### src/rtl/tx_trn_arbiter_pkg.sv
`default_nettype none
// ---------------------------------------------------------------------------
// tx_trn_arbiter_pkg : TRN idle values and arbiter state encoding
// Revision: 1.0
// ---------------------------------------------------------------------------
package tx_trn_arbiter_pkg;

    localparam logic [63:0] TRN_TD_IDLE   = 64'h0;
    localparam logic [7:0]  TRN_TREM_IDLE = 8'hFF;

    typedef enum logic [3:0] {
        IDLE  = 4'b0001,
        OFFER = 4'b0010,
        GUARD = 4'b0100,
        BUSY  = 4'b1000
    } arb_state_e;

endpackage

`default_nettype wire

### src/rtl/trn_tx_mux.sv
`default_nettype none
// ---------------------------------------------------------------------------
// trn_tx_mux : selects one requester's TRN transmit fields, idle when disabled
// Revision: 1.0
// ---------------------------------------------------------------------------
module trn_tx_mux #(
    parameter int N_REQ = 3,
    parameter int PTR_W = 2
) (
    input  logic                 en,
    input  logic [PTR_W-1:0]     sel,
    input  logic [64*N_REQ-1:0]  req_td,
    input  logic [8*N_REQ-1:0]   req_trem_n,
    input  logic [N_REQ-1:0]     req_tsof_n,
    input  logic [N_REQ-1:0]     req_teof_n,
    input  logic [N_REQ-1:0]     req_tsrc_rdy_n,
    output logic [63:0]          trn_td,
    output logic [7:0]           trn_trem_n,
    output logic                 trn_tsof_n,
    output logic                 trn_teof_n,
    output logic                 trn_tsrc_rdy_n
);
    import tx_trn_arbiter_pkg::*;

    always_comb begin
        trn_td         = TRN_TD_IDLE;
        trn_trem_n     = TRN_TREM_IDLE;
        trn_tsof_n     = 1'b1;
        trn_teof_n     = 1'b1;
        trn_tsrc_rdy_n = 1'b1;
        if (en) begin
            for (int i = 0; i < N_REQ; i++) begin
                if (sel == PTR_W'(i)) begin
                    trn_td         = req_td[64*i +: 64];
                    trn_trem_n     = req_trem_n[8*i +: 8];
                    trn_tsof_n     = req_tsof_n[i];
                    trn_teof_n     = req_teof_n[i];
                    trn_tsrc_rdy_n = req_tsrc_rdy_n[i];
                end
            end
        end
    end

endmodule

`default_nettype wire

### src/rtl/tx_trn_arbiter.sv
`default_nettype none
// ---------------------------------------------------------------------------
// tx_trn_arbiter : round-robin my_turn/driving_interface arbiter for TRN TX
// Revision: 1.0
// ---------------------------------------------------------------------------
module tx_trn_arbiter #(
    parameter int N_REQ        = 3,
    parameter int OFFER_CYCLES = 4,
    parameter int BUSY_TIMEOUT = 1024,
    localparam int PTR_W       = $clog2(N_REQ)
) (
    input  logic                 trn_clk,
    input  logic                 reset_n,
    input  logic [64*N_REQ-1:0]  req_td,
    input  logic [8*N_REQ-1:0]   req_trem_n,
    input  logic [N_REQ-1:0]     req_tsof_n,
    input  logic [N_REQ-1:0]     req_teof_n,
    input  logic [N_REQ-1:0]     req_tsrc_rdy_n,
    input  logic [N_REQ-1:0]     driving_interface,
    output logic [N_REQ-1:0]     my_turn,
    output logic [63:0]          trn_td,
    output logic [7:0]           trn_trem_n,
    output logic                 trn_tsof_n,
    output logic                 trn_teof_n,
    output logic                 trn_tsrc_rdy_n,
    output logic [PTR_W-1:0]     owner_idx,
    output logic                 proto_err,
    output logic                 busy_to_err
);
    import tx_trn_arbiter_pkg::*;

    localparam logic [7:0]       C_OFFER_LAST = 8'(OFFER_CYCLES - 1);
    localparam logic [31:0]      C_BUSY_LAST  = 32'(BUSY_TIMEOUT - 1);
    localparam logic [N_REQ-1:0] C_ONE        = N_REQ'(1);

    arb_state_e        state_q, state_d;
    logic [PTR_W-1:0]  ptr_q, ptr_d;
    logic [N_REQ-1:0]  my_turn_q, my_turn_d;
    logic [7:0]        offer_cnt_q, offer_cnt_d;
    logic [31:0]       busy_cnt_q, busy_cnt_d;
    logic              proto_err_q, proto_err_d;
    logic              busy_to_err_q, busy_to_err_d;

    logic [PTR_W-1:0]  w_ptr_next;
    logic              w_own;
    logic              w_timeout;
    logic              w_proto_bad;

    assign w_ptr_next  = (ptr_q == PTR_W'(N_REQ - 1)) ? '0 : ptr_q + 1'b1;
    assign w_own       = driving_interface[ptr_q];
    assign w_timeout   = (BUSY_TIMEOUT != 0) && (busy_cnt_q == C_BUSY_LAST);
    // Any driver other than the pointed-to requester is a violation, which
    // also covers several drivers at once.
    assign w_proto_bad = (|(driving_interface & ~(C_ONE << ptr_q)))
                       | (|(driving_interface & (driving_interface - C_ONE)));

    always_comb begin
        state_d       = state_q;
        ptr_d         = ptr_q;
        my_turn_d     = my_turn_q;
        offer_cnt_d   = offer_cnt_q;
        busy_cnt_d    = busy_cnt_q;
        proto_err_d   = proto_err_q | w_proto_bad;
        busy_to_err_d = busy_to_err_q;
        case (state_q)
            IDLE: begin
                state_d     = OFFER;
                my_turn_d   = C_ONE << ptr_q;
                offer_cnt_d = '0;
            end
            OFFER: begin
                if (w_own) begin
                    state_d    = BUSY;
                    my_turn_d  = '0;
                    busy_cnt_d = '0;
                end else if (offer_cnt_q == C_OFFER_LAST) begin
                    state_d   = GUARD;
                    my_turn_d = '0;
                end else begin
                    offer_cnt_d = offer_cnt_q + 8'd1;
                end
            end
            GUARD: begin
                // An engine that saw my_turn on the last offer edge lands here.
                if (w_own) begin
                    state_d    = BUSY;
                    busy_cnt_d = '0;
                end else begin
                    state_d     = OFFER;
                    ptr_d       = w_ptr_next;
                    my_turn_d   = C_ONE << w_ptr_next;
                    offer_cnt_d = '0;
                end
            end
            BUSY: begin
                if (!w_own || w_timeout) begin
                    busy_to_err_d = busy_to_err_q | w_own;
                    state_d       = OFFER;
                    ptr_d         = w_ptr_next;
                    my_turn_d     = C_ONE << w_ptr_next;
                    offer_cnt_d   = '0;
                end else begin
                    busy_cnt_d = busy_cnt_q + 32'd1;
                end
            end
            default: begin
                state_d   = IDLE;
                my_turn_d = '0;
            end
        endcase
    end

    always_ff @(posedge trn_clk or negedge reset_n) begin
        if (!reset_n) begin
            state_q       <= IDLE;
            ptr_q         <= '0;
            my_turn_q     <= '0;
            offer_cnt_q   <= '0;
            busy_cnt_q    <= '0;
            proto_err_q   <= 1'b0;
            busy_to_err_q <= 1'b0;
        end else begin
            state_q       <= state_d;
            ptr_q         <= ptr_d;
            my_turn_q     <= my_turn_d;
            offer_cnt_q   <= offer_cnt_d;
            busy_cnt_q    <= busy_cnt_d;
            proto_err_q   <= proto_err_d;
            busy_to_err_q <= busy_to_err_d;
        end
    end

    assign my_turn     = my_turn_q;
    assign owner_idx   = ptr_q;
    assign proto_err   = proto_err_q;
    assign busy_to_err = busy_to_err_q;

    trn_tx_mux #(
        .N_REQ (N_REQ),
        .PTR_W (PTR_W)
    ) u_mux (
        .en             (state_q != IDLE),
        .sel            (ptr_q),
        .req_td         (req_td),
        .req_trem_n     (req_trem_n),
        .req_tsof_n     (req_tsof_n),
        .req_teof_n     (req_teof_n),
        .req_tsrc_rdy_n (req_tsrc_rdy_n),
        .trn_td         (trn_td),
        .trn_trem_n     (trn_trem_n),
        .trn_tsof_n     (trn_tsof_n),
        .trn_teof_n     (trn_teof_n),
        .trn_tsrc_rdy_n (trn_tsrc_rdy_n)
    );

endmodule

`default_nettype wire
### config.mk
export PLATFORM = sky130hd
export DESIGN_NAME = tx_trn_arbiter
export DESIGN_NICKNAME = d
export VERILOG_FILES = /design/src/rtl/tx_trn_arbiter_pkg.sv /design/src/rtl/trn_tx_mux.sv /design/src/rtl/tx_trn_arbiter.sv
export SDC_FILE = /design/constraint.sdc
export NUM_CORES = 1
export LEC_CHECK = 0
export ABC_CLOCK_PERIOD_IN_PS = 2580
export BUFFER_PORTS_ARGS = -buffer_cell sky130_fd_sc_hd__buf_2
export CAP_MARGIN = 20
export CORE_AREA = 3 3 120 122
export DETAILED_ROUTE_END_ITERATION = 7
export DIE_AREA = 0 0 123 125
export HOLD_SLACK_MARGIN = 0.15
export PLACE_DENSITY_LB_ADDON = 0.25
export SLEW_MARGIN = 20
export SYNTH_ARGS = -nofsm -noshare
export SYNTH_HDL_FRONTEND = slang
export SYNTH_SLANG_ARGS = --single-unit
### constraint.sdc
create_clock -name trn_clk -period 2.58 [get_ports trn_clk]
set_input_delay 0.129 -clock trn_clk [delete_from_list [all_inputs] [get_ports trn_clk]]
set_output_delay 0.129 -clock trn_clk [all_outputs]
set_load 0.05 [all_outputs]
# Yosys cells after proc, flatten, opt, wreduce, memory -nomap -nowiden
# Cells that the tools add are included.
[op_classes]
addsub = 4
order_cmp = 1
eq_ne = 16
shift = 2
muxes = 44
bitwise_logic = 6
reduce_logical = 15
[ops]
columns = ["cell", "count"]
rows = [
  ["two-way mux 64 bit", 4],
  ["two-way mux 32 bit", 2],
  ["two-way mux 8 bit", 8],
  ["case mux 32 bit (2 select lines)", 1],
  ["adder 32 x 1 -> 32 bit (second input constant)", 1],
  ["== test 32 x 10 -> 1 bit (second input constant)", 1],
  ["case mux 8 bit (4 select lines)", 1],
  ["two-way mux 4 bit", 4],
  ["case mux 4 bit (4 select lines)", 1],
  ["two-way mux 1 bit", 13],
  ["two-way mux 3 bit", 4],
  ["case mux 3 bit (4 select lines)", 1],
  ["inequality test 2 bit (second input constant)", 5],
  ["AND reduction 3 bit", 3],
  ["adder 8 x 1 -> 8 bit (second input constant)", 1],
  ["== test 8 x 2 -> 1 bit (second input constant)", 1],
  ["AND 3 bit", 2],
  ["two-way mux 2 bit", 3],
  ["OR reduction 3 bit", 2],
  ["left shift 1 x 2 -> 3 bit (first input constant)", 2],
  ["AND reduction 5 bit", 1],
  ["== test 4 x 1 -> 1 bit (second input constant)", 1],
  ["== test 4 x 2 -> 1 bit (second input constant)", 1],
  ["== test 4 x 3 -> 1 bit (second input constant)", 1],
  ["other kinds (20)", 24],
]
[totals]
register_bits = 51
in_bits = 230
word_cells = 95

# Logic depth before layout (Yosys ltp)
[logic_depth]
depth_word = 6
mapped_depth = 9
mapped_depth_nobuf = 7

# Cells and area by module
# A second synthesis with hierarchy kept.
[unflattened]
cells_unflattened = 620
area_unflattened_um2 = 5233.8
[modules_own_cells]
columns = ["module", "instances", "cells_each", "area_each_um2"]
rows = [
  ["tx_trn_arbiter", 1, 289, 2897.8],
  ["trn_tx_mux", 1, 331, 2336.0],
]

# Worst setup path after synthesis
# OpenSTA, ideal clock, no wires.
[synth_path]
path_kind = "register -> output"
start = "reg ptr_q[0], in the netlist owner_idx[0]"
end = "out trn_td[15]"
t_arrival_ps = 2368
t_required_ps = 2451
slack_ps = 83
path_stages_with_launch = 7
path_buffers = 2
path_cell_list = "dfrtp_1 -> clkbuf_1 -> clkbuf_1 -> mux2i_1 -> nor2_1 -> a21oi_1 -> nor2_1"
[synth_between]
elab_chain_len = 5
elab_cells_between_ends = 7
cone_classes = "eq/ne (2); mux (4); reduce/logical (1)"
[synth_lines]
columns = ["item", "line", "source"]
rows = [
  ["start, declared", "tx_trn_arbiter.sv:37", "logic [PTR_W-1:0] ptr_q, ptr_d;"],
  ["start signal, assigned", "tx_trn_arbiter.sv:124", "ptr_q <= ptr_d;"],
  ["zero test 2 bit", "trn_tx_mux.sv:33", "if (sel == PTR_W'(i)) begin"],
  ["two-way mux 64 bit (2 in series)", "trn_tx_mux.sv:33", ""],
  ["two-way mux 64 bit (*)", "trn_tx_mux.sv:33", ""],
  ["two-way mux 64 bit (*)", "trn_tx_mux.sv:31", "if (en) begin"],
  ["end, declared", "tx_trn_arbiter.sv:21", "output logic [63:0] trn_td,"],
]
# Mark *: on every way between the ends. The rest lies on a longest branch, timed or not.

# Worst setup path after layout
[layout_path]
start = "reg busy_cnt_q[23]"
end = "reg ptr_q[1], in the netlist owner_idx[1]"
[layout_between]
elab_chain_len = 4
[layout_lines]
columns = ["item", "line", "source"]
rows = [
  ["start, declared", "tx_trn_arbiter.sv:40", "logic [31:0] busy_cnt_q, busy_cnt_d;"],
  ["start signal, assigned", "tx_trn_arbiter.sv:127", "busy_cnt_q <= busy_cnt_d;"],
  ["== test 32 x 10 -> 1 bit", "tx_trn_arbiter.sv:51", "assign w_timeout = (BUSY_TIMEOUT != 0) && (busy_cnt_q == C_BUSY_LAST);"],
  ["logical OR 1 bit", "tx_trn_arbiter.sv:96", "if (!w_own || w_timeout) begin"],
  ["inequality test 2 bit (no line)", "--", ""],
  ["AND reduction 3 bit (no line)", "--", ""],
]
# Every way passes these cells.
# A chain may end at the register's enable or synchronous reset.

==> summary.txt <==
Total stage count of the critical path - 6
Max VDD drop - 1.46 mV
Combinational share of power - 79.6%
R2R depth - 6
Final Wtd Congestion - 0.868
First-pass GRT wire length - 29.4 mm
Worst-path clk slew - 70 ps
Max stage delay cell, worst path - or4_1
WP buf/inv - 0
Drt first-iter violations - 369
Layout Area Growth over Synthesis - 46.1%
CP top delay family - simple AND/OR/NAND/NOR gates
Sequential cell area - 0.00128 mm²
Inst Count DP - 1072
DRC viols - 0
FF-to-FF Start - busy_cnt_q[23]
ANT nets after route - 0
Rows - 42
Avg WL per Cell - 18.0 µm
Synthesized area - 0.00450 mm²
Largest net degree at the start of global routing - 75
Non-Filler Instances - 1085
Layout cells sized above 1 - 41.7%
Number of global-route vias before repair - 5339
Worst setup endpoint - owner_idx[1]
Top_reg_cell synth - dfrtp_1
Die X - 123 µm
I/O pin count - 312
WP data arrival - 2700 ps
Nets - 1140
Yosys warnings - 0
Syn_nets - 841
Fill cell count - 1353
CP Cell Sequence - or4_1 -> or4_4 -> or3_4 -> o21ai_4 -> nand2_2 -> mux2_1
Maxcap violations - 0
DR pass1 iterations - 5
Vias/cell - 5.14
Status - finished clean
Layout Skew - 5.63 ps
Final WL - 19.5 mm
CTS tree - yes
Final Cycle Share - 98.0%
Sw Pwr - 5.63 mW
Design Power - 8.83 mW
Synth cell count leaders - nor2_1 (147), mux2i_1 (72), a21oi_1 (68)
Synth cell types - 51
Post-synth top area cell - dfrtp_1
Sw Share - 63.8%
Worst slew pin tran - 572 ps
Final HPWL DP - 15.8 mm
Worst r2r dst - owner_idx[1]
Worst Path Max Fanout - 4
Worst Setup End Kind - register
Final setup vio count - 0
Final Worst Setup Slack - 52.4 ps
EDFF count, synth - 0
Max-slew headroom - 61.8%
Die height - 125 µm
Starting Density - 33.9%
CP peak stage delay - 530 ps
Fmax achieved - 396 MHz
Worst skew pair latency - 290 ps
Fin crit period - 2530 ps
DIE AREA - 0.0154 mm²
Reg2Reg Setup Slack - 50 ps
Top-count cell post-synth - nor2_1
Initial antenna violation count - 0
Avg Cell Area, Syn - 7.39 µm²
Async set-reset flop share out of synthesis - 100%
Via count - 5577
Post-synthesis sequential area ratio - 28.4%
Dpl ws - 17.7 ps
Final Max Tran Viols - 0
Post-Synthesis Cells - 609
Area after DPL - 0.00633 mm²
P_int - 3.20 mW
CORE AREA - 0.0133 mm²
FF+latch count, synth - 51
Clock Sink Count - 51
Leak Pwr - 3.46 nW
Flop pwr share - 11.6%
Final Hold Fails - 0
I/O Buffers - 311
Crit Path Class - reg -> reg
HP Class - in -> async
CTS Buf Count - 5
H-tree levels - 2
Setup crit start kind - register
Crit path launch - busy_cnt_q[23]
GR Overflow Total - 0
Clk root buf - clkbuf_16
ANT cells - 0
Final instance area - 0.00658 mm²
Power per cell area - 1340 mW/mm²
GRT Total Usage - 24.3%
Synth top area share - 27.8%
Tightest hold margin - 354 ps
Required time of the critical path - 2750 ps
Most area-consuming cells after synthesis - dfrtp_1 (28%), mux2i_1 (16%), nor2_1 (12%), a21oi_1 (7.6%), o21ai_0 (3.9%)
Clock power share - 8.8%
Area occupied by multi-input gates - 0.00307 mm²
Clk buf depth - 2
## per-stage QoR
| step | setup TNS (ps) | utilization, % |
|---|---|---|
| global route | -87.3 | 49.5 |
| finish | 0 | 49.5 |
| global placement | 0 | 47.6 |
| CTS | 0 | 49.2 |
| floorplan | 0 | - |
| detailed placement | 0 | 47.6 |
## cell usage in the layout, fill, tap and decap left out, types with 2 or more instances in the layout
master         Yosys  final
a21oi_1           68     68
a2bb2oi_1          2      2
a31oi_1            2      2
and2_1             4      4
and3_1             8      8
and4_1             5      5
buf_12             0      3
buf_2              2    311
buf_4              0     23
clkbuf_16          0      5
dfrtp_1           50     47
dfrtp_2            0      2
dlygate4sd3_1      0      3
ha_1               2      2
inv_1              3      3
mux2_1             2      2
mux2_2            13     13
mux2_4             3      3
mux2i_1           72     72
nand2_1           37     35
nand2_2            0      2
nand2b_1           6      6
nand3_1           29     29
nand3b_1           2      2
nand4_1            7      7
nor2_1           147    147
nor2b_1            3      2
nor4_1             6      6
nor4b_1            4      3
nor4b_2            1      2
o211ai_1           2      2
o21ai_0           35     35
o22ai_1           11     11
o31ai_1            6      6
o41ai_1            2      2
or3_1              3      2
or4_1              4      3
or4b_2             2      2
xor2_1             2      2
## repair_timing
action | 4_1_cts | 5_1_grt
endpoints found under the setup margin | 0 | 22
hold endpoints to repair | 22 | 0
hold buffers | 3 | 0
setup buffers | 0 | 2
resized for setup | 0 | 7
## worst register-to-register path, cell delays in order (launching register included)
cell	delay [ps]
dfrtp_1	400
or4_1	530
or4_4	500
or3_4	380
o21ai_4	180
nand2_2	100
mux2_1	320
## layer usage
layer	wire [µm]	GRT usage, %	up-vias	share of wire, %
met5	0	0	-	0
met4	773	8.93	0	4.0
met3	826	2.76	33	4.2
met2	10100	43.1	200	52
met1	7820	29.9	2569	40
li1	-	-	2775	-
## area by class of cell
cell class                      instances  share of cell area (%)
Tap cell                              176                    3.35
Timing Repair Buffer                  340                    27.6
Clock inverter                          2                   0.532
Inverter                                3                   0.171
Clock buffer                            6                    2.11
Sequential cell                        51                    19.5
Multi-Input combinational cell        507                    46.7
## worst min path at each step
stage	startpoint	end	slack (ps)
floorplan	reset_n	busy_cnt_q[0]	-170
global placement	reset_n	busy_cnt_q[15]	140
detailed placement	reset_n	busy_cnt_q[28]	150
CTS	reset_n	busy_cnt_q[15]	370
global route	reset_n	busy_cnt_q[16]	400
finish	reset_n	busy_cnt_q[15]	350
## power groups by stage
| stage | registers [mW] | clock network [mW] | logic, mW |
|---|---|---|---|
| after floorplan | 1.03 | 0 | 5.10 |
| after global placement | 1.04 | 0 | 7.04 |
| after detailed placement | 1.04 | 0 | 7.04 |
| after CTS | 1.03 | 0.787 | 7.07 |
| after global routing | 1.04 | 0.831 | 7.41 |
| final | 1.03 | 0.774 | 7.03 |
## registers in the layout (all words and copies together), names as in the netlist
signal       cells
busy_cnt_q      32
offer_cnt_q      8
state_q          4
my_turn          3
owner_idx        2
busy_to_err      1
proto_err        1
## cell families (layout without fill, tap and decap cells)
logic type      after synthesis  in the layout  synth area share (%)
simple gates                272            272                  27.9
compound gates              140            140                  17.6
mux                          90             90                  20.8
flops                        51             51                  28.4
buf+inv                      51            351                  4.31
xor+xnor                      3              3                 0.584
fa+ha+maj                     2              2                 0.556
(Power assumes the default switching activity.)
